**src/rtl/branch_resolve_if.sv**
```systemverilog
// Execute-stage branch/flag bundle between the EX datapath and branch_resolve.
// Signal names follow the pipeline's EX-stage naming.
interface branch_resolve_if;
  logic        stall;
  logic        ex_valid;
  logic        ex_isZero;
  logic        ex_negative;
  logic        ex_carry;
  logic        ex_overflow;
  logic        ex_setFlags;
  logic        ex_isCBZ;
  logic        ex_isCBNZ;
  logic        ex_isBcond;
  logic        ex_isB;
  logic [3:0]  ex_cond;
  logic [63:0] ex_brTarget;
  logic [3:0]  flags;
  logic        redirect_valid;
  logic [63:0] redirect_target;
  logic        squash;
  logic [31:0] taken_count;

  modport master (
    output stall, ex_valid, ex_isZero, ex_negative, ex_carry, ex_overflow,
           ex_setFlags, ex_isCBZ, ex_isCBNZ, ex_isBcond, ex_isB, ex_cond, ex_brTarget,
    input  flags, redirect_valid, redirect_target, squash, taken_count
  );

  modport slave (
    input  stall, ex_valid, ex_isZero, ex_negative, ex_carry, ex_overflow,
           ex_setFlags, ex_isCBZ, ex_isCBNZ, ex_isBcond, ex_isB, ex_cond, ex_brTarget,
    output flags, redirect_valid, redirect_target, squash, taken_count
  );
endinterface

```
**src/rtl/branch_resolve.sv**
```systemverilog
// EX-stage branch resolution: NZCV register, CBZ/CBNZ/B.cond/B decision,
// registered fetch redirect and wrong-path squash shadow.
module branch_resolve #(
  parameter int unsigned SHADOW_CYCLES = 2
) (
  input  logic            clk,
  input  logic            reset,
  branch_resolve_if.slave bus
);

  localparam logic [2:0] SHADOW_LD = 3'(SHADOW_CYCLES);

  logic [2:0]  r_cnt, w_cnt_nxt;
  logic [3:0]  r_flags;
  logic        r_redir_vld;
  logic [63:0] r_redir_tgt;
  logic [31:0] r_taken_cnt;
  logic        w_squash, w_eff, w_cond, w_taken;

  function automatic logic cond_true(input logic [3:0] c, input logic [3:0] f);
    logic n, z, cy, v, base;
    n = f[3]; z = f[2]; cy = f[1]; v = f[0];
    case (c[3:1])
      3'd0:    base = z;
      3'd1:    base = cy;
      3'd2:    base = n;
      3'd3:    base = v;
      3'd4:    base = cy & ~z;
      3'd5:    base = (n == v);
      3'd6:    base = ~z & (n == v);
      default: base = 1'b1;
    endcase
    // odd codes invert, except 0xF which is "always" like 0xE
    return (c[0] && c[3:1] != 3'd7) ? ~base : base;
  endfunction

  // Branch decision reads the registered flags, so a same-cycle flag-setter
  // never influences its own branch.
  always_comb begin
    w_eff   = bus.ex_valid & ~w_squash & ~bus.stall;
    w_cond  = cond_true(bus.ex_cond, r_flags);
    w_taken = w_eff & (bus.ex_isB
                     | (bus.ex_isCBZ  &  bus.ex_isZero)
                     | (bus.ex_isCBNZ & ~bus.ex_isZero)
                     | (bus.ex_isBcond &  w_cond));
  end

  // Shadow counter FSM: state register
  always_ff @(posedge clk or negedge reset) begin
    if (!reset) r_cnt <= '0;
    else        r_cnt <= w_cnt_nxt;
  end

  // Shadow counter FSM: next state
  always_comb begin
    w_cnt_nxt = r_cnt;
    if (!bus.stall) begin
      if (r_cnt != 3'd0) w_cnt_nxt = r_cnt - 3'd1;
      else if (w_taken)  w_cnt_nxt = SHADOW_LD;
    end
  end

  // Shadow counter FSM: outputs
  always_comb begin
    w_squash = (r_cnt != 3'd0);
  end

  always_ff @(posedge clk or negedge reset) begin
    if (!reset) begin
      r_flags     <= '0;
      r_redir_vld <= 1'b0;
      r_redir_tgt <= '0;
      r_taken_cnt <= '0;
    end else if (!bus.stall) begin
      if (w_eff && bus.ex_setFlags)
        r_flags <= {bus.ex_negative, bus.ex_isZero, bus.ex_carry, bus.ex_overflow};
      r_redir_vld <= w_taken;
      r_redir_tgt <= w_taken ? bus.ex_brTarget : '0;
      if (w_taken && r_taken_cnt != '1)
        r_taken_cnt <= r_taken_cnt + 32'd1;
    end
  end

  assign bus.flags           = r_flags;
  assign bus.redirect_valid  = r_redir_vld;
  assign bus.redirect_target = r_redir_tgt;
  assign bus.squash          = w_squash;
  assign bus.taken_count     = r_taken_cnt;

endmodule

```
**src/flat_wrapper.sv**
```systemverilog
// flat-port wrapper written by rule: the top's interface ports become plain ports
module branch_resolve_flat 
#(
  parameter int unsigned SHADOW_CYCLES = 2
)
  (clk, reset, bus_stall, bus_ex_valid, bus_ex_isZero, bus_ex_negative, bus_ex_carry, bus_ex_overflow, bus_ex_setFlags, bus_ex_isCBZ, bus_ex_isCBNZ, bus_ex_isBcond, bus_ex_isB, bus_ex_cond, bus_ex_brTarget, bus_flags, bus_redirect_valid, bus_redirect_target, bus_squash, bus_taken_count);
  branch_resolve_if bus_i ();
  input  logic clk;
  input  logic reset;
  input wire logic [$bits(bus_i.stall)-1:0] bus_stall;
  input wire logic [$bits(bus_i.ex_valid)-1:0] bus_ex_valid;
  input wire logic [$bits(bus_i.ex_isZero)-1:0] bus_ex_isZero;
  input wire logic [$bits(bus_i.ex_negative)-1:0] bus_ex_negative;
  input wire logic [$bits(bus_i.ex_carry)-1:0] bus_ex_carry;
  input wire logic [$bits(bus_i.ex_overflow)-1:0] bus_ex_overflow;
  input wire logic [$bits(bus_i.ex_setFlags)-1:0] bus_ex_setFlags;
  input wire logic [$bits(bus_i.ex_isCBZ)-1:0] bus_ex_isCBZ;
  input wire logic [$bits(bus_i.ex_isCBNZ)-1:0] bus_ex_isCBNZ;
  input wire logic [$bits(bus_i.ex_isBcond)-1:0] bus_ex_isBcond;
  input wire logic [$bits(bus_i.ex_isB)-1:0] bus_ex_isB;
  input wire logic [$bits(bus_i.ex_cond)-1:0] bus_ex_cond;
  input wire logic [$bits(bus_i.ex_brTarget)-1:0] bus_ex_brTarget;
  output wire logic [$bits(bus_i.flags)-1:0] bus_flags;
  output wire logic [$bits(bus_i.redirect_valid)-1:0] bus_redirect_valid;
  output wire logic [$bits(bus_i.redirect_target)-1:0] bus_redirect_target;
  output wire logic [$bits(bus_i.squash)-1:0] bus_squash;
  output wire logic [$bits(bus_i.taken_count)-1:0] bus_taken_count;
  assign bus_i.stall = bus_stall;
  assign bus_i.ex_valid = bus_ex_valid;
  assign bus_i.ex_isZero = bus_ex_isZero;
  assign bus_i.ex_negative = bus_ex_negative;
  assign bus_i.ex_carry = bus_ex_carry;
  assign bus_i.ex_overflow = bus_ex_overflow;
  assign bus_i.ex_setFlags = bus_ex_setFlags;
  assign bus_i.ex_isCBZ = bus_ex_isCBZ;
  assign bus_i.ex_isCBNZ = bus_ex_isCBNZ;
  assign bus_i.ex_isBcond = bus_ex_isBcond;
  assign bus_i.ex_isB = bus_ex_isB;
  assign bus_i.ex_cond = bus_ex_cond;
  assign bus_i.ex_brTarget = bus_ex_brTarget;
  assign bus_flags = bus_i.flags;
  assign bus_redirect_valid = bus_i.redirect_valid;
  assign bus_redirect_target = bus_i.redirect_target;
  assign bus_squash = bus_i.squash;
  assign bus_taken_count = bus_i.taken_count;
  branch_resolve #(.SHADOW_CYCLES(SHADOW_CYCLES)) u_core (.clk(clk), .reset(reset), .bus(bus_i));
endmodule
```
**config.mk**
```make
export PLATFORM = sky130hd
export DESIGN_NAME = branch_resolve_flat
export DESIGN_NICKNAME = d
export VERILOG_FILES = /design/src/rtl/branch_resolve_if.sv /design/src/rtl/branch_resolve.sv /design/src/flat_wrapper.sv
export SDC_FILE = /design/constraint.sdc
export NUM_CORES = 1
export LEC_CHECK = 0
export ABC_AREA = 1
export CAP_MARGIN = 20
export CORE_ASPECT_RATIO = 0.9
export CORE_MARGIN = 4
export CORE_UTILIZATION = 45
export DETAILED_ROUTE_END_ITERATION = 10
export PLACE_DENSITY_LB_ADDON = 0.25
export SLEW_MARGIN = 30
export SYNTH_ARGS = -nofsm -noshare
export SYNTH_HDL_FRONTEND = slang
export SYNTH_SLANG_ARGS = --single-unit
```
**constraint.sdc**
```tcl
create_clock -name clk -period 1.8 [get_ports clk]
set_input_delay 0.36 -clock clk [delete_from_list [all_inputs] [get_ports clk]]
set_output_delay 0.36 -clock clk [all_outputs]
set_load 0.005 [all_outputs]
```
==> impl_metrics.ini <==
[worst_setup_path]
slowest_delay_ps = 400
rr_endpoint = u_core.bus.taken_count[31]
rr_startpoint = u_core.r_cnt[0]
startpoint_type = flop
r2r_slack_ps = -20
crit_arrival_ps = 2070
path_cells = inv_2, ha_4, nand2_4, buf_6, nor3_4, buf_6, nand3_4, clkbuf_16, nand2_1, nand2_1
endpoint_kind = flop
critical_path.top_delay_family = buffers and inverters
cp-startpoint = u_core.r_cnt[0]
slowest_stage = dfrtp_1
critical_path_class = reg -> reg
cp.required_ps = 2050
path_max_fanout = 8
crit_buf_inv = 4
worstRegToRegCells = 10

[pwr]
power_density_nw_per_um2 = 934
leakagePower_nw = 3.98
finalPower_mw = 7.57
ir_drop_mv = 0.752

[yosys]
synth-simple-area-share_pct = 37.9
synth_compound_area_share_pct = 0.874
synth.cell_area_um2 = 5160
avgSynthCellArea_um2 = 7.88
ys_seq_area_share_pct = 50.5
ys_warn_count = 0
synth_top_family_by_area = simple AND/OR/NAND/NOR gates
synth_mux_area_share_pct = 0
ys_ff_latch = 104
synth_cells = 654
synth_adder_area_share_pct = 0.728
synth_xor_area_share_pct = 4.93
ys_types = 28
syn_nets = 738

[timing]
rsz0062_at_grt = yes
fin_skew_ps = 7.09
finalHoldViolCount = 0
fin_crit_sh_pct = 101
max_freq_ghz = 0.549
fin_ws_ps = -22.5
slew_headroom_pct = 70.8
setup_viol_count_final = 17
drv_slew = 0
period_needed_ps = 1820
tightest_slew_ps = 434

[cts]
cts-buffers-inserted = 9
cts_max_path_buffers = 2
cts_sinks = 104
clock_latency_ps = 350
cts_root_buf = clkbuf_16
clkTransAtPathRegs_ps = 70
h-tree-depth = 3
tritoncts = done

[finish]
area_delta_synth_final_pct = 57.1
diodes = 0
final_cell_area_um2 = 8100
layout-drive-gt1-share_pct = 14.2
stdcell_count = 1017
final_core_util_pct = 73.7
final_nets = 944

[die]
dieArea_um2 = 13200
start_util_pct = 46.9
row_count = 36
core-area_um2 = 11000
die_h_um = 110
fp.dieW_um = 121
num_io_pins = 183

[grt]
grt.total_usage_pct = 24.1
grt_max_degree = 67
antenna_found_initial = 0
grt_pass1_wl_um = 25400
grt_overflow = 0
first_global_vias = 5121

[drt]
firstDrtPassIters = 6
drt_iter0_markers = 574
num_vias = 5459
ant_nets = 0
drc_errors = 0
vias_per_cell = 5.37
wl_per_cell_um = 17.2
routed_wl_um = 17500

[place]
postPlaceCellArea_um2 = 7290
gp_congestion = 0.996
dp_hpwl_um = 11400
dp_worst_setup_slack_ps = -430
io_buffers = 182
post-place-cells = 983

[run_status]
violations = negative setup slack
status = finished, violations left

[run]
drv_cap = 0

[min_path]
hold_class = in -> async
## sequential cells by signal, indices dropped and copies added, names as in the netlist
register,cells
u_core.r_cnt,3
u_core.bus.redirect_target,64
u_core.bus.taken_count,32
u_core.bus.flags,4
u_core.bus.redirect_valid,1
## metal layers
layer	track usage [%]	share of wire, %	up-vias
li1	-	-	2527
met5	0	0	-
met4	8.09	1.8	0
met3	6.02	8.4	28
met2	39.1	49	281
met1	31.9	41	2623
## area by class of cell
| cell class | instances | area, µm² |
|---|---|---|
| fill | 862 | 2890 |
| sequential | 104 | 2610 |
| multi-input combinational | 492 | 2480 |
| timing repair buffer | 228 | 2380 |
| clock buffer | 10 | 239 |
| tap | 152 | 190 |
| clock inverter | 6 | 113 |
| inverter | 25 | 93.8 |
## cells in the mapped netlist, drive strengths merged
master  count  area share (%)
or2         1            0.12
a21boi      2            0.29
nor2       41             3.1
nand2     277              20
ha          3            0.73
nand4      36             4.5
xor2       16             2.7
o21ai       1           0.097
clkbuf     13            0.95
nor4        2            0.24
nand3      81             8.0
nor3       13             1.6
buf        20             2.3
xnor2      13             2.2
inv        25             1.8
nand3b      1            0.15
dfrtp     104              50
a21oi       5            0.49
## cell families (layout without fill, tap and decap cells)
logic type      Yosys count  after routing
compound gates            8              8
xor+xnor                 29             29
flops                   104            104
fa+ha+maj                 3              3
simple gates            452            452
buf+inv                  58            269
## cell usage in the layout (no fill, tap or decap), types with 5 or more instances in the layout
master and n:
nand4_1 35, buf_12 9, dfrtp_2 6, nor2_1 37, inv_2 5, nand2_4 7, clkdlybuf4s50_1 176, nand3_1 80
buf_4 28, a21oi_1 5, dfrtp_1 98, xnor2_1 13, clkbuf_16 13, nand2_1 242, inv_1 20, nand2_2 28
nor3_1 9, xor2_1 16
## report_power, final
part           internal (mW)  switching (mW)  total, mW
sequential              2.65           0.221       2.87
clock                   1.41           0.921       2.33
combinational           1.29            1.08       2.37
total                   5.35            2.22       7.57
## repair_timing
action                     in CTS  in global routing
hold buffers                    1                  0
setup buffers                   2                 10
hold endpoints to repair       24                  0
gates resized for setup         4                 72
setup endpoints to repair      33                107
pin swaps                       1                  9
cloned                          0                  5
## metrics by stage
step | hold slack, ps | TNS [ps]
4_1_cts | 465 | 0
3_5_place_dp | 311 | -31330
2_1_floorplan | 64.4 | 0
3_3_place_gp | 307 | -26490
6_report | 469 | -202
5_1_grt | 500 | -2170
## worst register-to-register path, cell delays in order, from the launching register on
cell       delay (ps)
dfrtp_1           400
inv_2             100
ha_4              140
nand2_4            50
buf_6             120
nor3_4            260
buf_6             160
nand3_4           150
clkbuf_16         230
nand2_1            60
nand2_1            50
## how the worst max path moves through the flow
stage	endpoint	slack [ps]	depth (start not counted)
global placement	u_core.bus.redirect_target[24]	-340	12
global route	u_core.bus.taken_count[24]	-90	10
finish	u_core.bus.taken_count[31]	-20	10
detailed placement	u_core.bus.redirect_target[0]	-430	12
floorplan	u_core.bus.taken_count[2]	100	10
CTS	bus_taken_count[2]	10	2
Power figures use the tool's default switching activity.
==> RTL edit, RTL diff (same flow settings) <==
Reset style: synchronous (`reset`), changed in 2 clocked blocks.
--- a/src/rtl/branch_resolve.sv
+++ b/src/rtl/branch_resolve.sv
@@ -47,5 +47,5 @@
 
   // Shadow counter FSM: state register
-  always_ff @(posedge clk or negedge reset) begin
+  always_ff @(posedge clk) begin
     if (!reset) r_cnt <= '0;
     else        r_cnt <= w_cnt_nxt;
@@ -66,5 +66,5 @@
   end
 
-  always_ff @(posedge clk or negedge reset) begin
+  always_ff @(posedge clk) begin
     if (!reset) begin
       r_flags     <= '0;
Function: differs if reset is asserted again (counterexample within 4 cycles, from zero or initial values and one cycle with reset low); with reset held inactive, the same outputs for 4 cycles.
==> RTL edit against the original RTL <==
  * The flow still finishes with violations (negative setup slack)
  * Sequential share of layout area is 6.2 points lower
  * First-iteration DRC count fell by 13%
  * Sequential cell count unchanged
  * Global-route usage up 1.9 points
  * Cell count grew 1.8%
  * Final area decreased by 0.93%
  * Count of clock-buffer cells in the layout decreased by 1
  * Area after synthesis decreased by 4.7%
  * Setup slack lost 73 ps
  * Total power is 20% lower
  * Wire length is 3.3% higher
  * Critical endpoint is now u_core.bus.taken_count[8]$_SDFFE_PN0P_
  * Largest power group unchanged
==> RTL edit: results (changes against the original RTL) <==
[place]
dpl_worst_slack_ps=-505  ; was -430 ps
gp_congestion=0.961  ; was 0.996

[global_route]
grt_util_met2_pct=42.8  ; was 39.1%
track_usage_pct=26.0  ; was 24.1%
use_met1_pct=32.7  ; was 31.9%
grt_pass1_wl_um=27000  ; was 25400 um

[power_and_ir_drop]
vdd.ir_drop.worst_mv=0.543  ; was 0.752 mV
power.leakage_nw=2.92  ; was 3.98 nW

[critical_path]
critPathArrivalTime_ps=2180  ; was 2070 ps
cp_max_fo=4  ; was 8
cpPeakStageDelay_ps=360  ; was 400 ps
cp_top_family=simple AND/OR/NAND/NOR gates  ; was buffers and inverters
slowest_stage=dfxtp_4  ; was dfrtp_1

[status]
violations=negative setup slack  ; unchanged
status=finished with violations  ; unchanged

[worst_hold_path]
hp-class=register to register  ; was primary input to async pin

[drt]
drt-initial-drc-count=498  ; was 574
post_drt_via_cell_ratio=5.51  ; was 5.37
wl_per_cell_um=17.5  ; was 17.2 um
wl_um=18100  ; was 17500 um

[cells_and_area]
seq_share_pct=26.0  ; was 32.2%
multi_input_gates=495  ; was 492
nFlopsAndLatches=104  ; unchanged
multi_input_area_um2=2660  ; was 2480 um^2
nNonClkBuffers=257  ; was 228
nonClkBufAreaFrac_pct=33.7  ; was 29.3%

[synthesis]
postSynth.asyncResetShare_pct=0  ; was 100%
postSynthCellCount=678  ; was 654

[timing]
fin_skew_ps=6.51  ; was 7.09 ps
finalSetupViolations=32  ; was 17
fin_ws_ps=-95.5  ; was -22.5 ps

[clock_tree]
post-cts-setup-buffers=6  ; was 2

==> RTL edit: cell types whose count changed after synthesis, sizes merged, moves of 5 or more <==
cell    change
a21oi      +97
clkbuf     +15
dfrtp     -104
dfxtp     +104
inv         +9
nand2     -102
nor2        +5
==> RTL edit: cell families (layout without fill, tap and decap cells) <==
kind of cell	count (synthesis)	after routing	synth area share [%]
AOI/OAI and AO/OA	106	106	11.5
xor gates and xnor gates	31	31	5.52
adders and majority gates	3	3	0.764
buffers and inverters	79	307	6.87
DFF	104	104	42.4
and+or+nand+nor	355	355	33.0
==> RTL edit: power breakdown <==
group | switching, mW | leakage (nW) | internal, mW
Combinational | 0.757 | 1.94 | 0.848
Sequential | 0.0798 | 0.844 | 2.44
Clock | 0.963 | 0.143 | 0.967
==> RTL edit: through the flow <==
stage                     util (%)  TNS, ps
after global routing          76.7    -6800
after global placement        69.7   -34410
after CTS                     74.2    -1630
after floorplan                  -     -227
after detailed placement      69.7   -44760
final                         76.7    -1500
==> RTL edit: per-layer routing <==
metal,vias to the layer above,routed length (um),share of wire [%]
met5,-,0,0
met4,0,626,3.5
met3,50,1540,8.5
met2,276,8490,47
met1,2672,7450,41
li1,2707,-,-
==> RTL edit: final timing paths <==
check	slack [ps]	depth (start not counted)	endpoint	startpoint
max	-100	12	u_core.bus.taken_count[8]$_SDFFE_PN0P_	u_core.bus.taken_count[1]$_SDFFE_PN0P_
min	460	2	u_core.bus.redirect_target[41]$_SDFFE_PN0N_	u_core.bus.redirect_target[41]$_SDFFE_PN0N_
max reg2reg	-100	12	u_core.bus.taken_count[8]$_SDFFE_PN0P_	u_core.bus.taken_count[1]$_SDFFE_PN0P_
min reg2reg	460	2	u_core.bus.redirect_target[41]$_SDFFE_PN0N_	u_core.bus.redirect_target[41]$_SDFFE_PN0N_
